File: src/rtl/control_pkg.sv
// control_pkg: state encodings, opcode constants and error codes shared by the multicycle controller.
package control_pkg;
   typedef enum logic [3:0] {
      S_RESET    = 4'd0,
      S_FETCH    = 4'd1,
      S_REGLOAD  = 4'd2,
      S_ALU      = 4'd3,
      S_LOAD     = 4'd4,
      S_STORE    = 4'd5,
      S_REGSTORE = 4'd6,
      S_BRANCH   = 4'd7,
      S_NEXT     = 4'd8,
      S_HALT     = 4'd9
   } state_t;
   localparam logic [3:0] OP_LOAD  = 4'd0;
   localparam logic [3:0] OP_STORE = 4'd1;
   localparam logic [3:0] OP_LUI   = 4'd2;
   localparam logic [3:0] OP_LI    = 4'd3;
   localparam logic [3:0] OP_MV    = 4'd4;
   localparam logic [3:0] OP_BEQ   = 4'd5;
   localparam logic [3:0] OP_BNE   = 4'd6;
   localparam logic [3:0] OP_HALT  = 4'd7;
   localparam logic [1:0] ERR_NONE    = 2'd0;
   localparam logic [1:0] ERR_ILLEGAL = 2'd1;
   localparam logic [1:0] ERR_TIMEOUT = 2'd2;
endpackage

File: src/rtl/multicycle_control_if.sv
// multicycle_control_if: datapath/controller handshake; master is the controller side.
interface multicycle_control_if #(parameter int OPCODE_SIZE = 4);
   logic [OPCODE_SIZE-1:0] opcode;
   logic is_alu_operation;
   logic mem_ready;
   logic do_fetch, do_load, do_alu, do_mem_load, do_mem_store;
   logic do_reg_store, do_branch, do_next, do_reset, do_halt;
   logic [3:0] state;
   logic [1:0] error_code;
   modport master (
      input  opcode, is_alu_operation, mem_ready,
      output do_fetch, do_load, do_alu, do_mem_load, do_mem_store,
             do_reg_store, do_branch, do_next, do_reset, do_halt, state, error_code
   );
   modport slave (
      output opcode, is_alu_operation, mem_ready,
      input  do_fetch, do_load, do_alu, do_mem_load, do_mem_store,
             do_reg_store, do_branch, do_next, do_reset, do_halt, state, error_code
   );
endinterface

File: src/rtl/wait_counter.sv
// wait_counter: clearable counter that stops at limit and flags when the limit is reached.
module wait_counter #(
   parameter int W = 8
) (
   input  logic         clock,
   input  logic         reset,
   input  logic         clear,
   input  logic         enable,
   input  logic [W-1:0] limit,
   output logic         reached
);
   logic [W-1:0] count;
   always_ff @(posedge clock)
      count <= (reset || clear) ? '0 : (enable && count < limit) ? count + 1'b1 : count;
   assign reached = count >= limit;
endmodule

File: src/rtl/multicycle_control.sv
// multicycle_control: multicycle CPU control FSM; MULTICYCLE_CONTROL_PERF_EN adds cycle/instruction counters.
module multicycle_control
   import control_pkg::*;
#(
   parameter int OPCODE_SIZE = 4,
   parameter int ALU_LATENCY = 1,
   parameter int MEM_TIMEOUT = 15,
   parameter int COUNT_W     = 32
) (
   input  logic clock,
   input  logic reset,
   multicycle_control_if.master bus
`ifdef MULTICYCLE_CONTROL_PERF_EN
   ,
   output logic [COUNT_W-1:0] cycle_count,
   output logic [COUNT_W-1:0] instr_count
`endif
);
   state_t state, dec_state;
   logic [1:0] error_code;
   logic illegal, alu_done, mem_limit, mem_state;
   always_comb begin
      dec_state = (bus.opcode == OPCODE_SIZE'(OP_LOAD))  ? S_LOAD :
                  (bus.opcode == OPCODE_SIZE'(OP_STORE)) ? S_STORE :
                  (bus.opcode == OPCODE_SIZE'(OP_LUI) || bus.opcode == OPCODE_SIZE'(OP_LI) ||
                   bus.opcode == OPCODE_SIZE'(OP_MV))    ? S_REGSTORE :
                  (bus.opcode == OPCODE_SIZE'(OP_BEQ) || bus.opcode == OPCODE_SIZE'(OP_BNE)) ? S_BRANCH :
                  S_HALT;
      illegal = !bus.is_alu_operation && dec_state == S_HALT && bus.opcode != OPCODE_SIZE'(OP_HALT);
   end
   assign mem_state = state == S_FETCH || state == S_LOAD || state == S_STORE;
   wait_counter #(.W(4)) alu_cnt (
      .clock(clock), .reset(reset), .clear(state != S_ALU), .enable(state == S_ALU),
      .limit(4'(ALU_LATENCY - 1)), .reached(alu_done)
   );
   // limit is one below the timeout so the final missed cycle is the one that traps
   wait_counter #(.W(8)) mem_cnt (
      .clock(clock), .reset(reset), .clear(!mem_state), .enable(mem_state && !bus.mem_ready),
      .limit(8'(MEM_TIMEOUT - 1)), .reached(mem_limit)
   );
   always_ff @(posedge clock) begin
      if (reset) begin
         state      <= S_RESET;
         error_code <= ERR_NONE;
      end else begin
         case (state)
            S_RESET: state <= S_FETCH;
            S_FETCH, S_LOAD, S_STORE:
               if (bus.mem_ready)
                  state <= (state == S_FETCH) ? S_REGLOAD : (state == S_LOAD) ? S_REGSTORE : S_NEXT;
               else if (mem_limit) begin
                  state      <= S_HALT;
                  error_code <= ERR_TIMEOUT;
               end
            S_REGLOAD: begin
               state <= bus.is_alu_operation ? S_ALU : dec_state;
               if (illegal) error_code <= ERR_ILLEGAL;
            end
            S_ALU: if (alu_done) state <= S_REGSTORE;
            S_REGSTORE, S_BRANCH: state <= S_NEXT;
            S_NEXT: state <= S_FETCH;
            default: state <= S_HALT;
         endcase
      end
   end
   assign bus.state        = state;
   assign bus.error_code   = error_code;
   assign bus.do_reset     = state == S_RESET;
   assign bus.do_fetch     = state == S_FETCH;
   assign bus.do_load      = state == S_REGLOAD;
   assign bus.do_alu       = state == S_ALU;
   assign bus.do_mem_load  = state == S_LOAD;
   assign bus.do_mem_store = state == S_STORE;
   assign bus.do_reg_store = state == S_REGSTORE;
   assign bus.do_branch    = state == S_BRANCH;
   assign bus.do_next      = state == S_NEXT;
   assign bus.do_halt      = state == S_HALT;
`ifdef MULTICYCLE_CONTROL_PERF_EN
   always_ff @(posedge clock) begin
      cycle_count <= reset ? '0 : (state != S_HALT) ? cycle_count + 1'b1 : cycle_count;
      instr_count <= reset ? '0 : (state == S_NEXT) ? instr_count + 1'b1 : instr_count;
   end
`endif
endmodule

File: src/flat_wrapper.sv
// flat-port wrapper written by rule: the top's interface ports become plain ports
module multicycle_control_flat import control_pkg::*;
#(
   parameter int OPCODE_SIZE = 4,
   parameter int ALU_LATENCY = 1,
   parameter int MEM_TIMEOUT = 15,
   parameter int COUNT_W     = 32
)
  (clock, reset, bus_opcode, bus_is_alu_operation, bus_mem_ready, bus_do_fetch, bus_do_load, bus_do_alu, bus_do_mem_load, bus_do_mem_store, bus_do_reg_store, bus_do_branch, bus_do_next, bus_do_reset, bus_do_halt, bus_state, bus_error_code);
  multicycle_control_if #(.OPCODE_SIZE(OPCODE_SIZE)) bus_i ();
  input  logic clock;
  input  logic reset;
  input wire logic [$bits(bus_i.opcode)-1:0] bus_opcode;
  input wire logic [$bits(bus_i.is_alu_operation)-1:0] bus_is_alu_operation;
  input wire logic [$bits(bus_i.mem_ready)-1:0] bus_mem_ready;
  output wire logic [$bits(bus_i.do_fetch)-1:0] bus_do_fetch;
  output wire logic [$bits(bus_i.do_load)-1:0] bus_do_load;
  output wire logic [$bits(bus_i.do_alu)-1:0] bus_do_alu;
  output wire logic [$bits(bus_i.do_mem_load)-1:0] bus_do_mem_load;
  output wire logic [$bits(bus_i.do_mem_store)-1:0] bus_do_mem_store;
  output wire logic [$bits(bus_i.do_reg_store)-1:0] bus_do_reg_store;
  output wire logic [$bits(bus_i.do_branch)-1:0] bus_do_branch;
  output wire logic [$bits(bus_i.do_next)-1:0] bus_do_next;
  output wire logic [$bits(bus_i.do_reset)-1:0] bus_do_reset;
  output wire logic [$bits(bus_i.do_halt)-1:0] bus_do_halt;
  output wire logic [$bits(bus_i.state)-1:0] bus_state;
  output wire logic [$bits(bus_i.error_code)-1:0] bus_error_code;
  assign bus_i.opcode = bus_opcode;
  assign bus_i.is_alu_operation = bus_is_alu_operation;
  assign bus_i.mem_ready = bus_mem_ready;
  assign bus_do_fetch = bus_i.do_fetch;
  assign bus_do_load = bus_i.do_load;
  assign bus_do_alu = bus_i.do_alu;
  assign bus_do_mem_load = bus_i.do_mem_load;
  assign bus_do_mem_store = bus_i.do_mem_store;
  assign bus_do_reg_store = bus_i.do_reg_store;
  assign bus_do_branch = bus_i.do_branch;
  assign bus_do_next = bus_i.do_next;
  assign bus_do_reset = bus_i.do_reset;
  assign bus_do_halt = bus_i.do_halt;
  assign bus_state = bus_i.state;
  assign bus_error_code = bus_i.error_code;
  multicycle_control #(.OPCODE_SIZE(OPCODE_SIZE), .ALU_LATENCY(ALU_LATENCY), .MEM_TIMEOUT(MEM_TIMEOUT), .COUNT_W(COUNT_W)) u_core (.clock(clock), .reset(reset), .bus(bus_i));
endmodule
File: config.mk
export PLATFORM = sky130hd
export DESIGN_NAME = multicycle_control_flat
export DESIGN_NICKNAME = d
export VERILOG_FILES = /design/src/rtl/control_pkg.sv /design/src/rtl/multicycle_control_if.sv /design/src/rtl/wait_counter.sv /design/src/rtl/multicycle_control.sv /design/src/flat_wrapper.sv
export SDC_FILE = /design/constraint.sdc
export NUM_CORES = 1
export LEC_CHECK = 0
export ABC_AREA = 1
export BUFFER_PORTS_ARGS = -buffer_cell sky130_fd_sc_hd__buf_2
export CORE_MARGIN = 2
export CORE_UTILIZATION = 54
export DETAILED_ROUTE_END_ITERATION = 12
export PLACE_DENSITY = 0.82
export SLEW_MARGIN = 40
export SYNTH_ARGS = -nofsm -noshare
export SYNTH_HDL_FRONTEND = slang
export SYNTH_SLANG_ARGS = --single-unit
File: constraint.sdc
create_clock -name clock -period 1.8 [get_ports clock]
set_input_delay 0.36 -clock clock [delete_from_list [all_inputs] [get_ports clock]]
set_output_delay 0.36 -clock clock [all_outputs]
set_load 0.05 [all_outputs]
==> implementation parameters <==
Parameter                              Value

Run status
  Status    completed

Finish
  Fraction of layout instances using a drive strength above 1    0.3711
  Ant diodes    0
  Layout overhead on the synthesized area    26.63%
  Number of nets at the end of the flow    170
  Final Instance Area    1119 sq um
  # fillers    130

Timing
  Setup Viol. Count Final    0
  Post-route fraction of the period consumed by the critical path    0.9826
  Setup slack after layout    0.03125 ns
  Max-slew violation count    0
  Worst hold slack after final layout    0.2630 ns
  Worst clock skew    0.004852 ns
  Max Fclk    0.5654 GHz
  Slew headroom    0.7990
  Clock period minus worst slack    roughly 1.8 ns
  Total count of hold-check failures in the final report    0
  Setup repair after global routing missed its margin    true
  Final-layout setup total negative slack    0 ns
  Worst Tran Pin Value    0.3012 ns

Route
  Number of vias after detailed routing    about 950
  Antenna Violating Nets Remaining    0
  Routed wire length    2036 um
  Wirelength per Cell    11.63 um
  Initial DRC Count    19
  Via density per instance    around 5.4
  Number of iterations in the first detailed-routing pass    5
  Post-route DRC violation count    0

Synth
  Post-Synth XOR/XNOR Area    0
  Share of synthesized cell area in and, or, nand and nor gates    0.4476
  Cell count after synthesis    132
  Number of distinct standard cells referenced by the synthesized netlist    25
  Adder and majority cell fraction of the synthesized area    0.02833
  Share of synthesized area spent on multiplexers    0
  Net count after synthesis    about 140
  Register area share after synthesis    0.3173
  Synth Register Bits    14
  Post-Syn Area per Cell    about 6.7 sq um
  Area fraction in compound gates after synthesis    0.09632
  Largest family of logic cells by synthesized area    simple AND/OR/NAND/NOR gates
  Synthesized area    883.3 sq um
  Yosys warnings    0

Global routing
  Total overflow reported by the global router    0
  Vias in the first global route    878
  Wire length of the first global-routing pass    between 3000 and 4000 um
  Initial antenna violation count    0
  Largest net degree at the start of global routing    9
  Overall global routing resource usage    0.2308

Clock tree
  Clock edge transition at the registers on the reported setup and hold paths    0.09 ns
  Hold buffer count at cts    0
  Post-CTS setup buffer count    0
  Count of instances resized after the clock tree is built    0
  Sink count of the clock tree    14
  Maximum root-to-sink buffer count    2
  TritonCTS clock tree    yes
  CTS Buf Count    3
  Cell at the root of the clock tree    sky130_fd_sc_hd__clkbuf_4
  Number of levels in the clock H-tree    1
  Source-to-sink clock delay at the later pin of the worst-skew pair    0.28 ns

Floorplan
  Width of the chip    44.45 um
  Number of placement rows    14
  Die Area    just under 2000 sq um
  Die Y    44.45 um
  Core Region    1524 sq um
  IO Count    24
  Initial core utilization    0.5796

Worst setup path
  Worst-path maximum fanout    6
  Largest stage delay on the critical path    0.40 ns
  Type of element launching the critical path    flop
  Buf+Inv Stages, Crit Path    2
  Data required time of the worst path    1.44 ns
  Category of the worst setup path capture point    output port
  Worst-path cell chain    nor2_2 -> nand3_1 -> inv_1 -> buf_2
  Worst-path cell with the longest stage delay    sky130_fd_sc_hd__dfxtp_1
  Critical Setup Path Class    reg -> out
  CP arrival    roughly 1.4 ns
  Family of cells with the greatest summed delay on the critical path    flip-flops

Power
  Standby leakage power    0.5427 nW
  Peak supply drop    between 800 and 900 uV
  Total chip power    ~1.7 mW
  Power per standard cell area    1524 nW/um^2

Placement
  Number of I/O port buffers    23
  Place WS    0.3357 ns
  Routability congestion estimate from global placement    0.8307
  Placed Instance Area    1062 sq um
  Final HPWL DP    1643 um

Min path
  Worst hold path type    in -> reg

Run
  Number of max-cap violations    0
## power breakdown
part	total (mW)	internal, mW	switching [mW]
clock network	0.229	0.123	0.106
registers	0.449	0.356	0.0935
logic	1.03	0.276	0.750
## cell usage in the layout (no fill, tap or decap), types with 8 or more instances in the layout
cell type / instances
sky130_fd_sc_hd__nand3_1: 10
sky130_fd_sc_hd__clkbuf_4: 8
sky130_fd_sc_hd__nor2_1: 14
sky130_fd_sc_hd__dfxtp_1: 11
sky130_fd_sc_hd__inv_1: 18
sky130_fd_sc_hd__a21oi_1: 8
sky130_fd_sc_hd__nand2_1: 25
sky130_fd_sc_hd__inv_2: 8
sky130_fd_sc_hd__buf_2: 17
## flip-flops by register name, indices dropped and copies added (netlist names)
register	count
u_core.bus.error_code	2
u_core.mem_cnt.count	8
u_core.bus.state	4
## cells in the mapped netlist, drive strengths merged
| library cell | n | area [sq um] |
|---|---|---|
| or2 | 1 | 6.260 |
| nor2 | 21 | 101.4 |
| nand3 | 12 | 77.58 |
| nor4 | 1 | 6.260 |
| o211ai | 2 | 20.02 |
| nor3 | 5 | 36.29 |
| o21ai | 5 | 25.02 |
| inv | 26 | 97.59 |
| and2 | 1 | 6.260 |
| nand4 | 2 | 12.51 |
| nand2 | 31 | 136.4 |
| dfxtp | 14 | 280.3 |
| a21oi | 8 | 40.04 |
| ha | 2 | 25.02 |
| nor3b | 1 | 12.51 |
## per-stage QoR
step,util,cells
5_1_grt,0.7340,175
3_3_place_gp,0.6970,171
2_1_floorplan,-,132
4_1_cts,0.7209,175
6_report,0.7340,175
3_5_place_dp,0.6970,171
## cell type report
| class | instances | area [sq um] | share of cell area |
|---|---|---|---|
| clock buffers | 4 | 36.28 | 0.03244 |
| inverters | 26 | 97.59 | 0.08725 |
| multi-input cells | 92 | 548.0 | 0.4899 |
| flip-flops and latches | 14 | 286.5 | 0.2562 |
| well taps | 16 | 20.02 | 0.01790 |
| repair buffers | 23 | 130.1 | 0.1163 |
## metal layers
metal,part of all wire,up-vias,global-route usage
li1,-,477,-
met4,0.023,0,0.1394
met5,0,-,0
met2,0.54,37,0.4206
met3,0.063,8,0.04082
met1,0.38,430,0.2437
## cell families (layout without fill, tap and decap cells)
kind of cell	Yosys count	count (layout)
AO/OA/AOI/OAI	15	15
adder cells (fa/ha/maj)	2	2
buffers and inverters	26	53
flip-flops	14	14
AND/OR/NAND/NOR	75	75
## path summary, 6_finish.rpt
| path | from | endpoint | slack, ns | cells after the start |
|---|---|---|---|---|
| max | u_core.bus.state[3]$_SDFFE_PP0P_ | bus_do_alu | 0.03 | 4 |
| min | reset | u_core.bus.state[2]$_SDFFE_PP0P_ | 0.26 | 2 |
| max reg2reg | u_core.mem_cnt.count[0]$_SDFFE_PP0P_ | u_core.bus.error_code[1]$_SDFFE_PP0P_ | 0.34 | 9 |
| min reg2reg | u_core.mem_cnt.count[6]$_SDFFE_PP0P_ | u_core.mem_cnt.count[6]$_SDFFE_PP0P_ | 0.43 | 2 |
No activity file was read; power rests on OpenSTA's default activity.
